## src/rtl/rcc_apb_gen2_if.sv

```systemverilog
// Peripheral-bus bundle for the reset-and-clock controller.
// The master drives address, select and write data; the slave returns ready, read data and error.
interface rcc_apb_gen2_if;
  logic [4:0]  io_ahb_PADDR;
  logic        io_ahb_PSEL;
  logic        io_ahb_PENABLE;
  logic        io_ahb_PWRITE;
  logic [31:0] io_ahb_PWDATA;
  logic        io_ahb_PREADY;
  logic [31:0] io_ahb_PRDATA;
  logic        io_ahb_PSLVERROR;

  modport master (
    output io_ahb_PADDR, io_ahb_PSEL, io_ahb_PENABLE, io_ahb_PWRITE, io_ahb_PWDATA,
    input  io_ahb_PREADY, io_ahb_PRDATA, io_ahb_PSLVERROR
  );

  modport slave (
    input  io_ahb_PADDR, io_ahb_PSEL, io_ahb_PENABLE, io_ahb_PWRITE, io_ahb_PWDATA,
    output io_ahb_PREADY, io_ahb_PRDATA, io_ahb_PSLVERROR
  );
endinterface

```

## src/rtl/rcc_apb_gen2.sv

```systemverilog
// Parametrised reset-and-clock controller: per-channel enable register, prescaled
// clock-enable strobes and stretched synchronous channel resets behind a zero-wait bus slave.
module rcc_apb_gen2 #(
  parameter int unsigned NCH        = 8,
  parameter int unsigned DIV_W      = 8,
  parameter int unsigned RST_CYCLES = 16,
  parameter logic [31:0] ENR_RST    = 32'hFFFF_FFFF
) (
  input  logic           io_ahb_PCLK,
  input  logic           io_ahb_PRESET,
  rcc_apb_gen2_if.slave  apb,
  output logic [NCH-1:0] ch_clk_en,
  output logic [NCH-1:0] ch_rst,
  output logic [NCH-1:0] ch_rst_busy
);

  localparam logic [7:0]  RST_LOAD = 8'(RST_CYCLES);
  localparam logic [31:0] ID_VAL   = {8'h02, 8'(NCH), 8'(DIV_W), 8'(RST_CYCLES)};

  logic [NCH-1:0]   enr_r;
  logic [DIV_W-1:0] div_r     [NCH];
  logic [DIV_W-1:0] cnt_r     [NCH];
  logic [DIV_W-1:0] cnt_nxt_s [NCH];
  logic [7:0]       rc_r      [NCH];

  logic             access_s;
  logic             wr_s;
  logic             rd_s;
  logic             hit_enr_s;
  logic             hit_rstr_s;
  logic             hit_id_s;
  logic             hit_div_s;
  logic             mapped_s;
  logic [NCH-1:0]   div_sel_s;
  logic [DIV_W-1:0] div_rd_s;
  logic [31:0]      rdata_s;
  logic [NCH-1:0]   strobe_s;
  logic [NCH-1:0]   rc_busy_s;
  logic [NCH-1:0]   rst_trig_s;
  logic             unused_pwdata_s;

  // Address decode; DIV slots beyond NCH stay unmapped.
  always_comb begin
    access_s   = apb.io_ahb_PSEL & apb.io_ahb_PENABLE;
    wr_s       = access_s & apb.io_ahb_PWRITE;
    rd_s       = access_s & ~apb.io_ahb_PWRITE & ~io_ahb_PRESET;
    hit_enr_s  = (apb.io_ahb_PADDR == 5'h00);
    hit_rstr_s = (apb.io_ahb_PADDR == 5'h01);
    hit_id_s   = (apb.io_ahb_PADDR == 5'h02);
    div_sel_s  = '0;
    for (int i = 0; i < NCH; i++) begin
      div_sel_s[i] = (apb.io_ahb_PADDR == (5'h10 + 5'(i)));
    end
    hit_div_s  = |div_sel_s;
    mapped_s   = hit_enr_s | hit_rstr_s | hit_id_s | hit_div_s;
  end

  // Read mux; data is only driven during a read access phase.
  always_comb begin
    div_rd_s = '0;
    for (int i = 0; i < NCH; i++) begin
      div_rd_s = div_rd_s | (div_r[i] & {DIV_W{div_sel_s[i]}});
    end
    rdata_s = 32'h0000_0000;
    if (rd_s) begin
      if (hit_enr_s) begin
        rdata_s = 32'(enr_r);
      end else if (hit_rstr_s) begin
        rdata_s = 32'(rc_busy_s);
      end else if (hit_id_s) begin
        rdata_s = ID_VAL;
      end else if (hit_div_s) begin
        rdata_s = 32'(div_rd_s);
      end else begin
        rdata_s = 32'h0000_0000;
      end
    end else begin
      rdata_s = 32'h0000_0000;
    end
  end

  assign apb.io_ahb_PREADY    = 1'b1;
  assign apb.io_ahb_PRDATA    = rdata_s;
  assign apb.io_ahb_PSLVERROR = access_s & ~mapped_s & ~io_ahb_PRESET;

  // Prescaler: strobe when the counter meets the divisor, then restart from zero.
  always_comb begin
    for (int i = 0; i < NCH; i++) begin
      strobe_s[i]  = 1'b0;
      cnt_nxt_s[i] = '0;
      if (!enr_r[i]) begin
        strobe_s[i]  = 1'b0;
        cnt_nxt_s[i] = '0;
      end else if (cnt_r[i] == div_r[i]) begin
        strobe_s[i]  = 1'b1;
        cnt_nxt_s[i] = '0;
      end else begin
        strobe_s[i]  = 1'b0;
        cnt_nxt_s[i] = cnt_r[i] + DIV_W'(1);
      end
    end
  end

  // Reset stretcher status and software trigger bits.
  always_comb begin
    for (int i = 0; i < NCH; i++) begin
      rc_busy_s[i] = (rc_r[i] != 8'h00);
    end
    if (wr_s && hit_rstr_s) begin
      rst_trig_s = apb.io_ahb_PWDATA[NCH-1:0];
    end else begin
      rst_trig_s = '0;
    end
  end

  assign ch_clk_en       = strobe_s & {NCH{~io_ahb_PRESET}};
  assign ch_rst          = rc_busy_s;
  assign ch_rst_busy     = rc_busy_s;
  assign unused_pwdata_s = &{1'b0, apb.io_ahb_PWDATA};

  // Register state; global reset wins over any bus write in the same cycle.
  always_ff @(posedge io_ahb_PCLK) begin
    if (io_ahb_PRESET) begin
      enr_r <= ENR_RST[NCH-1:0];
      for (int i = 0; i < NCH; i++) begin
        div_r[i] <= '0;
        cnt_r[i] <= '0;
        rc_r[i]  <= RST_LOAD;
      end
    end else begin
      if (wr_s && hit_enr_s) begin
        enr_r <= apb.io_ahb_PWDATA[NCH-1:0];
      end
      for (int i = 0; i < NCH; i++) begin
        if (wr_s && div_sel_s[i]) begin
          div_r[i] <= apb.io_ahb_PWDATA[DIV_W-1:0];
          cnt_r[i] <= '0;
        end else begin
          cnt_r[i] <= cnt_nxt_s[i];
        end
        // A trigger on the cycle the count would reach zero reloads it, so the pulse never drops.
        if (rst_trig_s[i]) begin
          rc_r[i] <= RST_LOAD;
        end else if (rc_busy_s[i]) begin
          rc_r[i] <= rc_r[i] - 8'h01;
        end
      end
    end
  end

endmodule

```

## src/flat_wrapper.sv

```systemverilog
// flat-port wrapper written by rule: the top's interface ports become plain ports
module rcc_apb_gen2_flat 
#(
  parameter int unsigned NCH        = 8,
  parameter int unsigned DIV_W      = 8,
  parameter int unsigned RST_CYCLES = 16,
  parameter logic [31:0] ENR_RST    = 32'hFFFF_FFFF
)
  (io_ahb_PCLK, io_ahb_PRESET, ch_clk_en, ch_rst, ch_rst_busy, apb_io_ahb_PADDR, apb_io_ahb_PSEL, apb_io_ahb_PENABLE, apb_io_ahb_PWRITE, apb_io_ahb_PWDATA, apb_io_ahb_PREADY, apb_io_ahb_PRDATA, apb_io_ahb_PSLVERROR);
  rcc_apb_gen2_if apb_i ();
  input  logic io_ahb_PCLK;
  input  logic io_ahb_PRESET;
  output logic [NCH-1:0] ch_clk_en;
  output logic [NCH-1:0] ch_rst;
  output logic [NCH-1:0] ch_rst_busy;
  input wire logic [$bits(apb_i.io_ahb_PADDR)-1:0] apb_io_ahb_PADDR;
  input wire logic [$bits(apb_i.io_ahb_PSEL)-1:0] apb_io_ahb_PSEL;
  input wire logic [$bits(apb_i.io_ahb_PENABLE)-1:0] apb_io_ahb_PENABLE;
  input wire logic [$bits(apb_i.io_ahb_PWRITE)-1:0] apb_io_ahb_PWRITE;
  input wire logic [$bits(apb_i.io_ahb_PWDATA)-1:0] apb_io_ahb_PWDATA;
  output wire logic [$bits(apb_i.io_ahb_PREADY)-1:0] apb_io_ahb_PREADY;
  output wire logic [$bits(apb_i.io_ahb_PRDATA)-1:0] apb_io_ahb_PRDATA;
  output wire logic [$bits(apb_i.io_ahb_PSLVERROR)-1:0] apb_io_ahb_PSLVERROR;
  assign apb_i.io_ahb_PADDR = apb_io_ahb_PADDR;
  assign apb_i.io_ahb_PSEL = apb_io_ahb_PSEL;
  assign apb_i.io_ahb_PENABLE = apb_io_ahb_PENABLE;
  assign apb_i.io_ahb_PWRITE = apb_io_ahb_PWRITE;
  assign apb_i.io_ahb_PWDATA = apb_io_ahb_PWDATA;
  assign apb_io_ahb_PREADY = apb_i.io_ahb_PREADY;
  assign apb_io_ahb_PRDATA = apb_i.io_ahb_PRDATA;
  assign apb_io_ahb_PSLVERROR = apb_i.io_ahb_PSLVERROR;
  rcc_apb_gen2 #(.NCH(NCH), .DIV_W(DIV_W), .RST_CYCLES(RST_CYCLES), .ENR_RST(ENR_RST)) u_core (.io_ahb_PCLK(io_ahb_PCLK), .io_ahb_PRESET(io_ahb_PRESET), .apb(apb_i), .ch_clk_en(ch_clk_en), .ch_rst(ch_rst), .ch_rst_busy(ch_rst_busy));
endmodule
```

## config.mk

```make
export PLATFORM = sky130hd
export DESIGN_NAME = rcc_apb_gen2_flat
export DESIGN_NICKNAME = d
export VERILOG_FILES = /design/src/rtl/rcc_apb_gen2_if.sv /design/src/rtl/rcc_apb_gen2.sv /design/src/flat_wrapper.sv
export SDC_FILE = /design/constraint.sdc
export NUM_CORES = 1
export LEC_CHECK = 0
export ABC_CLOCK_PERIOD_IN_PS = 3710
export CORE_MARGIN = 4
export CORE_UTILIZATION = 40
export DETAILED_ROUTE_END_ITERATION = 7
export PLACE_DENSITY_LB_ADDON = 0.12
export SLEW_MARGIN = 10
export SYNTH_ARGS = -nofsm -noshare
export SYNTH_HDL_FRONTEND = slang
export SYNTH_SLANG_ARGS = --single-unit
```

## constraint.sdc

```tcl
create_clock -name io_ahb_PCLK -period 3.71 [get_ports io_ahb_PCLK]
set_input_delay 1.113 -clock io_ahb_PCLK [delete_from_list [all_inputs] [get_ports io_ahb_PCLK]]
set_output_delay 1.113 -clock io_ahb_PCLK [all_outputs]
set_load 0.1 [all_outputs]
```

After elaboration in Yosys (flattened, before gate mapping)
Memories as Yosys holds them, arrays and structs flattened.
Cells that the tools add are included.
{"block": "op_classes", "addsub": 16, "eq_ne": 18, "muxes": 184, "n_bitwise": 68, "n_reduce_logical": 20}
{"operator": "$mux 8", "count": 58}
{"operator": "$mux 32", "count": 4}
{"operator": "$mux 1", "count": 122}
{"operator": "$and 8x8->8", "count": 9}
{"operator": "$add 8x1->8 const B", "count": 8}
{"operator": "$eq 8x8->1", "count": 8}
{"operator": "$reduce_bool 8->1", "count": 8}
{"operator": "$sub 8x1->8 const B", "count": 8}
{"operator": "$or 8x8->8", "count": 7}
{"operator": "$or 1x1->1", "count": 43}
{"operator": "$eq 5x5->1 const B", "count": 8}
{"operator": "$logic_and 1x1->1", "count": 10}
{"operator": "$reduce_or 8->1", "count": 1}
{"operator": "$and 1x1->1", "count": 6}
{"operator": "$eq 5x1->1 const B", "count": 1}
{"operator": "$eq 5x2->1 const B", "count": 1}
{"operator": "$logic_not 5->1", "count": 1}
{"operator": "$not 1->1", "count": 3}
{"block": "word_totals", "regBits": 8, "ramBits": 192, "inputBits": 42, "elab_cells": 310, "memories": 3}
{"name": "u_core.cnt_r", "words": 8, "word_bits": 8, "rd": 8, "rd_clocked_by_memory_dff": 0, "wr": 8, "line_no": "rcc_apb_gen2.sv:22", "rtl": "logic [DIV_W-1:0] cnt_r [NCH];"}
{"name": "u_core.div_r", "words": 8, "word_bits": 8, "rd": 8, "rd_clocked_by_memory_dff": 0, "wr": 8, "line_no": "rcc_apb_gen2.sv:21", "rtl": "logic [DIV_W-1:0] div_r [NCH];"}
{"name": "u_core.rc_r", "words": 8, "word_bits": 8, "rd": 8, "rd_clocked_by_memory_dff": 0, "wr": 8, "line_no": "rcc_apb_gen2.sv:24", "rtl": "logic [7:0] rc_r [NCH];"}

Logic depth before layout (Yosys ltp)
Gate-level depths: netlist (run 1).
{"block": "logic_depth", "word_depth": 14, "mapped_depth": 7, "ltp_nobuf": 6}

Worst setup path after synthesis (run 1)
No wires, ideal clock.
{"block": "synth_path", "path_type": "input -> output", "start": "input io_ahb_PRESET", "end": "output ch_clk_en[4]", "arrival_ns": 4.478, "required_time_ns": 2.597, "slack_ns": -1.881, "stages": 2, "n_path_buf": 1, "path_cell_list": "clkbuf_1 nor4b_1"}
{"block": "synth_via", "elab_chain_cells": 2}
{"item": "from (decl)", "line_no": "flat_wrapper.sv:12", "rtl": "input logic io_ahb_PRESET;"}
{"item": "$not 1->1", "line_no": "rcc_apb_gen2.sv:116", "rtl": "assign ch_clk_en = strobe_s & {NCH{~io_ahb_PRESET}};"}
{"item": "$and 8x8->8", "line_no": "rcc_apb_gen2.sv:116"}
{"item": "to (decl)", "line_no": "flat_wrapper.sv:13", "rtl": "output logic [NCH-1:0] ch_clk_en;"}
No other way between the ends.

Worst setup path in the final report (run 1)
{"block": "layout_path", "start": "input apb_io_ahb_PADDR[0]", "end": "output apb_io_ahb_PRDATA[0]"}
{"block": "layout_via", "elab_chain_cells": 14, "word_cells_on_any_way": 32, "cone_classes": "10 x eq/ne; 5 x mux; 15 x bitwise; 2 x reduce/logical"}
{"item": "from (decl)", "line_no": "flat_wrapper.sv:16", "rtl": "input wire logic [$bits(apb_i.io_ahb_PADDR)-1:0] apb_io_ahb_PADDR;"}
{"item": "$eq 5x5->1", "line_no": "rcc_apb_gen2.sv:52", "rtl": "div_sel_s[i] = (apb.io_ahb_PADDR == (5'h10 + 5'(i)));"}
{"item": "$and 8x8->8", "line_no": "rcc_apb_gen2.sv:62", "rtl": "div_rd_s = div_rd_s | (div_r[i] & {DIV_W{div_sel_s[i]}});"}
{"item": "$or 8x8->8 (7 in series)", "line_no": "rcc_apb_gen2.sv:62"}
{"item": "$mux 8", "line_no": "rcc_apb_gen2.sv:72", "rtl": "end else if (hit_div_s) begin"}
{"item": "$mux 32", "line_no": "rcc_apb_gen2.sv:70", "rtl": "end else if (hit_id_s) begin"}
{"item": "$mux 32", "line_no": "rcc_apb_gen2.sv:68", "rtl": "end else if (hit_rstr_s) begin"}
{"item": "$mux 32 *", "line_no": "rcc_apb_gen2.sv:66", "rtl": "if (hit_enr_s) begin"}
{"item": "$mux 32 *", "line_no": "rcc_apb_gen2.sv:65", "rtl": "if (rd_s) begin"}
{"item": "to (decl)", "line_no": "flat_wrapper.sv:22", "rtl": "output wire logic [$bits(apb_i.io_ahb_PRDATA)-1:0] apb_io_ahb_PRDATA;"}
Every way passes the cells marked *; elsewhere a longest branch is shown, timed or not.

==> impl_metrics.csv, run 1 <==
group,metric,value,unit
status,outcome,"finished clean",
placed_design,port_buffers,53,
floorplanning,die_x,173,µm
clock_network,clkLatencyLatePin,0.43,ns
drt,vias,7946,
worst_setup_path,timing.rr.end,"u_core.rc_r[1][4]",
sta,skew,0.0103,ns
worst_setup_path,cp_data_required_time,2.60,ns
yosys,synth_warnings,0,
placed_design,dpl.hpwl,20700,µm
global_routing,grt_pass1_vias,7662,
sta,fin_crit_sh,0.995,
layout,drive_gt1_frac,0.199,
clock_network,htree_num_levels,4,
hold_path,hold_class,"reg2reg",
sta,clock.fmax,271,MHz
hold_path,holdPathStages,2,
drt,ant_nets,0,
floorplanning,die_h,173,µm
drt,drtIter0Drc,591,
global_routing,grt_use_total,0.183,
drt,routedWlPerCell,17.9,µm
worst_setup_path,reg2reg_slack,1.24,ns
floorplanning,die_area,30000,µm²
placed_design,globalplace.congestion,0.878,
placed_design,dp_cells,1512,
yosys,ys_seq_area_frac,0.542,
global_routing,overflow,0,
worst_setup_path,crit_arrival,2.58,ns
sta,setup_viol,0,
layout,fin_nets,1270,
worst_setup_path,ff2ff_path_depth,6,
hold_path,holdPathEnd,"u_core.enr_r[0]",
layout,fin_util,0.516,
global_routing,antenna_found_initial,0,
drt,drt_first_pass_iters,5,
worst_setup_path,start_kind,"input pin",
yosys,synth_edf_count,192,
sta,rsz0062_at_grt,"true",
layout,antenna_cells,0,
drt,wl,27800,µm
flow_run,maxCapViolCount,0,
power_and_ir_drop,p_leak,5.37,nW
worst_setup_path,critPathMaxFanout,8,
power_and_ir_drop,power_density,528,nW/µm²
sta,max_slew_margin,0.539,
global_routing,grt_first_pass_wirelength,43300,µm
power_and_ir_drop,vdd_drop_max,0.254,mV
layout,layout.cells.most_common,"edfxtp_1",
yosys,ys_seq_elements,200,
clock_network,clkTransAtPathRegs,0.07,ns
worst_setup_path,path_class,"in2out",
layout,fin_cells,1559,
yosys,ys_types,60,
yosys,syn_area_per_cell,10.7,µm²
drt,drc,0,
layout,layout_common_cells,"edfxtp_1, nor2_1, xor2_1, buf_4, conb_1",
clock_network,clock_sinks,200,
hold_path,min_from,"u_core.enr_r[0]",
clock_network,cts_buffers,17,
sta,hold_viol,0,
worst_setup_path,r2r-start,"u_core.rc_r[1][1]",
global_routing,grt_max_degree,19,
yosys,synth_area,10900,µm²
clock_network,cts_buffer_depth,2,
clock_network,tritoncts,"yes",
yosys,synthFlopType,"edfxtp_1",
worst_setup_path,crit_path_end_kind,"output port",
floorplanning,core,27000,µm²
layout,synthToLayoutAreaGrowth,27.2,%
yosys,postSynth.asyncResetShare,0,
clock_network,cts-root-buf,"clkbuf_16",
floorplanning,placementRows,60,
sta,worst_pin_slew,0.691,ns
sta,min_period,3.69,ns
sta,drv_slew,0,
floorplanning,ios,100,
yosys,synth_cells,1020,
drt,route.detailed.vias_per_inst,5.10,
floorplanning,initial_core_util,0.406,
-- flip-flops by register name, indices dropped and copies added (netlist names) --
| name | flops |
|---|---|
| u_core.div_r | 64 |
| u_core.cnt_r | 64 |
| u_core.enr_r | 8 |
| u_core.rc_r | 64 |
-- cell families (layout without fill, tap and decap cells) --
| kind of cell | count (synthesis) | after routing | synth area share |
|---|---|---|---|
| XOR/XNOR | 158 | 158 | 0.127 |
| multiplexers | 12 | 12 | 0.0113 |
| flip-flops | 200 | 200 | 0.542 |
| adder cells (fa/ha/maj) | 23 | 23 | 0.0263 |
| AO/OA/AOI/OAI | 69 | 69 | 0.0462 |
| buffers and inverters | 94 | 207 | 0.0440 |
| other | 2 | 86 | 0.000687 |
| AND/OR/NAND/NOR | 462 | 463 | 0.203 |
-- worst max path at each step --
stage | start | endpoint | slack (ns) | cells after the start
2_1_floorplan | io_ahb_PRESET | ch_clk_en[4] | -0.47 | 2
5_1_grt | apb_io_ahb_PADDR[2] | apb_io_ahb_PRDATA[0] | -0.01 | 7
6_report | apb_io_ahb_PADDR[0] | apb_io_ahb_PRDATA[0] | 0.02 | 7
4_1_cts | apb_io_ahb_PADDR[4] | apb_io_ahb_PRDATA[0] | 0.0001 | 7
3_3_place_gp | apb_io_ahb_PADDR[1] | apb_io_ahb_PRDATA[3] | -0.58 | 8
3_5_place_dp | apb_io_ahb_PADDR[1] | apb_io_ahb_PRDATA[3] | -0.57 | 8
-- metrics by stage --
step	hold WS [ns]	instance area, µm²	setup TNS (ns)	total power [mW]	worst slack (ns)
after floorplan	0.462	11600	-1.22	4.88	-0.474
after global placement	0.493	12900	-4.82	5.32	-0.582
after detailed placement	0.505	12900	-4.78	5.34	-0.572
after CTS	0.522	13800	0	7.36	0.000126
after global routing	0.568	13900	-0.0255	7.75	-0.0143
final	0.533	13900	0	7.34	0.0189
-- synth_stat cells (4+ instances only) --
| cell | count | area (µm²) |
|---|---|---|
| clkbuf_1 | 16 | 60.1 |
| edfxtp_1 | 192 | 5770 |
| or3b_2 | 6 | 52.6 |
| nand4_1 | 17 | 106 |
| a211o_1 | 6 | 52.6 |
| xnor2_1 | 68 | 596 |
| nor3_1 | 28 | 140 |
| mux2i_1 | 9 | 90.1 |
| buf_4 | 32 | 240 |
| nor3b_1 | 4 | 30.0 |
| a2111oi_0 | 5 | 43.8 |
| a221oi_1 | 6 | 52.6 |
| buf_2 | 6 | 30.0 |
| nor4_1 | 15 | 93.8 |
| nand3_1 | 60 | 300 |
| nand2b_1 | 10 | 62.6 |
| nand4b_1 | 4 | 35.0 |
| a32oi_1 | 4 | 35.0 |
| nand2_1 | 63 | 236 |
| o21ai_0 | 11 | 55.1 |
| buf_1 | 5 | 18.8 |
| and3_1 | 35 | 219 |
| a21oi_1 | 6 | 30.0 |
| a31oi_1 | 9 | 56.3 |
| nor2_1 | 193 | 724 |
| inv_1 | 35 | 131 |
| dfxtp_1 | 8 | 160 |
| ha_1 | 23 | 288 |
| xor2_1 | 90 | 788 |
-- power by group --
| part | total, mW | internal [mW] | switching, mW |
|---|---|---|---|
| Combinational | 2.00 | 0.787 | 1.21 |
| Sequential | 3.37 | 2.99 | 0.378 |
| Clock | 1.97 | 1.08 | 0.890 |
-- what timing repair did --
action,CTS,global route
pin swaps,19,13
endpoints found under the hold margin,0,0
hold buffers,0,0
buffers inserted,10,4
cloned,3,2
gates resized for setup,86,21
setup endpoints to repair,16,8
-- routing by layer --
metal / up-vias / part of all wire / track usage
met5: - / 0 / 0
met4: 0 / 0.017 / 0.0509
met3: 35 / 0.037 / 0.0327
met2: 153 / 0.47 / 0.298
met1: 3873 / 0.47 / 0.253
li1: 3885 / - / -
-- critical path, stage by stage --
cell and delay [ns]:
buf_12 0.13, buf_16 0.13, or3_1 0.34, a211o_1 0.27, and4_4 0.16, a31oi_4 0.22
buf_12 0.20
-- cell type report --
type                    count  area, µm²
well taps                 341        427
repair buffers            140       1490
inverters                  35        131
fillers                  2382      13000
clock inverters            15        189
multi-input cells         811       5310
flip-flops and latches    200       5930
clock buffers              17        425
Power figures use the tool's default switching activity.
==> run 2, diff against run 1 <==
--- a/config.mk
+++ b/config.mk
@@ -5,7 +5,7 @@
 export SDC_FILE = /design/constraint.sdc
 export NUM_CORES = 1
 export LEC_CHECK = 0
-export ABC_CLOCK_PERIOD_IN_PS = 3710
+export ABC_CLOCK_PERIOD_IN_PS = 3300
 export CORE_MARGIN = 4
 export CORE_UTILIZATION = 40
 export DETAILED_ROUTE_END_ITERATION = 7
==> constraint.sdc (replaced) <==
create_clock -name io_ahb_PCLK -period 3.3 [get_ports io_ahb_PCLK]
set_input_delay 0.99 -clock io_ahb_PCLK [delete_from_list [all_inputs] [get_ports io_ahb_PCLK]]
set_output_delay 0.99 -clock io_ahb_PCLK [all_outputs]
set_load 0.1 [all_outputs]
==> impl_metrics.csv, run 2 (synthesized netlist as in run 1, its figures left out) <==
group,metric,value,unit
layout,layout_common_cells,"edfxtp_1, nor2_1, buf_4, xor2_1, conb_1",
drt,route.detailed.vias_per_inst,5.15,
sta,worst_pin_slew,0.703,ns
sta,rsz0062_at_grt,"true",
power_and_ir_drop,power_density,582,nW/µm²
power_and_ir_drop,comb_power_share,0.290,
power_and_ir_drop,p_leak,5.54,nW
layout,fin_cells,1581,
worst_setup_path,crit_path_end_kind,"output port",
drt,drtIter0Drc,564,
layout,synthToLayoutAreaGrowth,31.4,%
flow_run,maxCapViolCount,0,
global_routing,antenna_found_initial,0,
status,outcome,"finished with violations",
worst_setup_path,start_kind,"flop",
placed_design,dpl.hpwl,20800,µm
sta,setup_viol,10,
worst_setup_path,crit_arrival,2.56,ns
sta,drv_slew,0,
layout,final_area,14400,µm²
floorplanning,die_h,173,µm
clock_network,tritoncts,"yes",
global_routing,grt_pass1_vias,7908,
worst_setup_path,r2r-start,"u_core.rc_r[1][0]",
sta,worst_slack,-0.249,ns
drt,vias,8137,
power_and_ir_drop,pwr-share-seq,0.454,
global_routing,grt_max_degree,24,
clock_network,clkLatencyLatePin,0.44,ns
power_and_ir_drop,p_sw,2.85,mW
clock_network,clkTransAtPathRegs,0.07,ns
power_and_ir_drop,p_int,5.50,mW
sta,min_period,3.55,ns
drt,wl,28300,µm
sta,hold_viol,0,
placed_design,dp_cells,1525,
global_routing,grt_use_total,0.187,
clock_network,cts_buffers,17,
global_routing,grt_first_pass_wirelength,44300,µm
layout,fin_nets,1292,
sta,fin_crit_sh,1.08,
drt,ant_nets,0,
floorplanning,core,27000,µm²
sta,skew,0.0149,ns
status,violations,"negative setup slack",
drt,drc,0,
worst_setup_path,critPathMaxFanout,2,
clock_network,cts_buffer_depth,2,
hold_path,hold_class,"reg2reg",
sta,max_slew_margin,0.531,
floorplanning,initial_core_util,0.406,
floorplanning,placementRows,60,
layout,fillers,2385,
layout,antenna_cells,0,
clock_network,clock_sinks,200,
layout,fin_util,0.533,
placed_design,place_area,13200,µm²
clock_network,cts-root-buf,"clkbuf_16",
power_and_ir_drop,vdd_drop_max,0.264,mV
clock_network,htree_num_levels,4,
worst_setup_path,reg2reg_slack,0.85,ns
power_and_ir_drop,switching_share,0.341,
drt,drt_first_pass_iters,5,
placed_design,port_buffers,53,
floorplanning,die_x,173,µm
layout,largest_registers,"u_core.cnt_r: 64 flops, u_core.div_r: 64 flops, u_core.rc_r: 64 flops",
clock_network,hold_buffers,0,
worst_setup_path,path_class,"reg2out",
sta,clock.fmax,282,MHz
power_and_ir_drop,p_clk_frac,0.256,
layout,drive_gt1_frac,0.219,
worst_setup_path,cp_data_required_time,2.31,ns
floorplanning,ios,100,
worst_setup_path,ff2ff_path_depth,6,
global_routing,overflow,0,
sta,whs,0.534,ns
layout,layout.cells.most_common,"edfxtp_1",
drt,routedWlPerCell,17.9,µm
worst_setup_path,cp-endpoint,"apb_io_ahb_PRDATA[4]",
placed_design,globalplace.congestion,0.920,
floorplanning,die_area,30000,µm²
worst_setup_path,startpoint,"u_core.rc_r[1][0]",
sta,setup_tns,-1.24,ns
worst_setup_path,timing.rr.end,"u_core.rc_r[1][1]",
## run 2: power groups by stage
stage,Combinational (mW),Clock [mW],Sequential [mW]
final,2.42,2.14,3.79
after floorplan,1.82,0,3.72
after detailed placement,2.30,0,3.84
after global placement,2.26,0,3.83
after CTS,2.41,2.19,3.79
after global routing,2.67,2.29,3.86
## run 2: worst min-delay path by stage
stage	start	endpoint	slack [ns]	cells after the start
5_1_grt	u_core.enr_r[3]	u_core.enr_r[3]	0.55	2
3_3_place_gp	u_core.enr_r[2]	u_core.enr_r[2]	0.51	2
4_1_cts	u_core.enr_r[2]	u_core.enr_r[2]	0.53	2
3_5_place_dp	u_core.enr_r[2]	u_core.enr_r[2]	0.51	2
2_1_floorplan	u_core.enr_r[0]	u_core.enr_r[0]	0.46	2
6_report	u_core.enr_r[2]	u_core.enr_r[2]	0.53	2
## run 2: stage by stage
step                total power [mW]  worst slack, ns
floorplan                       5.54           -0.638
detailed placement              6.14           -0.670
finish                          8.35           -0.249
global placement                6.09           -0.669
CTS                             8.39           -0.297
global route                    8.82           -0.325
## run 2: worst max-delay path: stages (launching register included)
cell	delay, ns
edfxtp_1	0.41
inv_1	0.08
ha_2	0.17
or3b_4	0.37
or4b_4	0.54
o2111ai_2	0.20
a22oi_2	0.15
buf_12	0.19
## run 2: layer usage
layer | part of all wire | global-route usage
met3 | 0.050 | 0.0281
met1 | 0.45 | 0.257
met2 | 0.48 | 0.309
met4 | 0.019 | 0.0552
met5 | 0 | 0
## run 2: area by class of cell
type	instances	area, µm²	share of cell area
multi-input cells	811	5460	0.380
well taps	341	427	0.0297
flip-flops and latches	200	5930	0.413
clock inverters	14	164	0.0114
clock buffers	18	429	0.0299
inverters	35	131	0.00915
repair buffers	162	1820	0.127
## run 2: repair_timing
item	in CTS	in global routing
resized for setup	98	14
endpoints found under the setup margin	24	15
hold endpoints to repair	0	0
gates cloned	5	0
pin swaps	29	14
buffers inserted	17	5
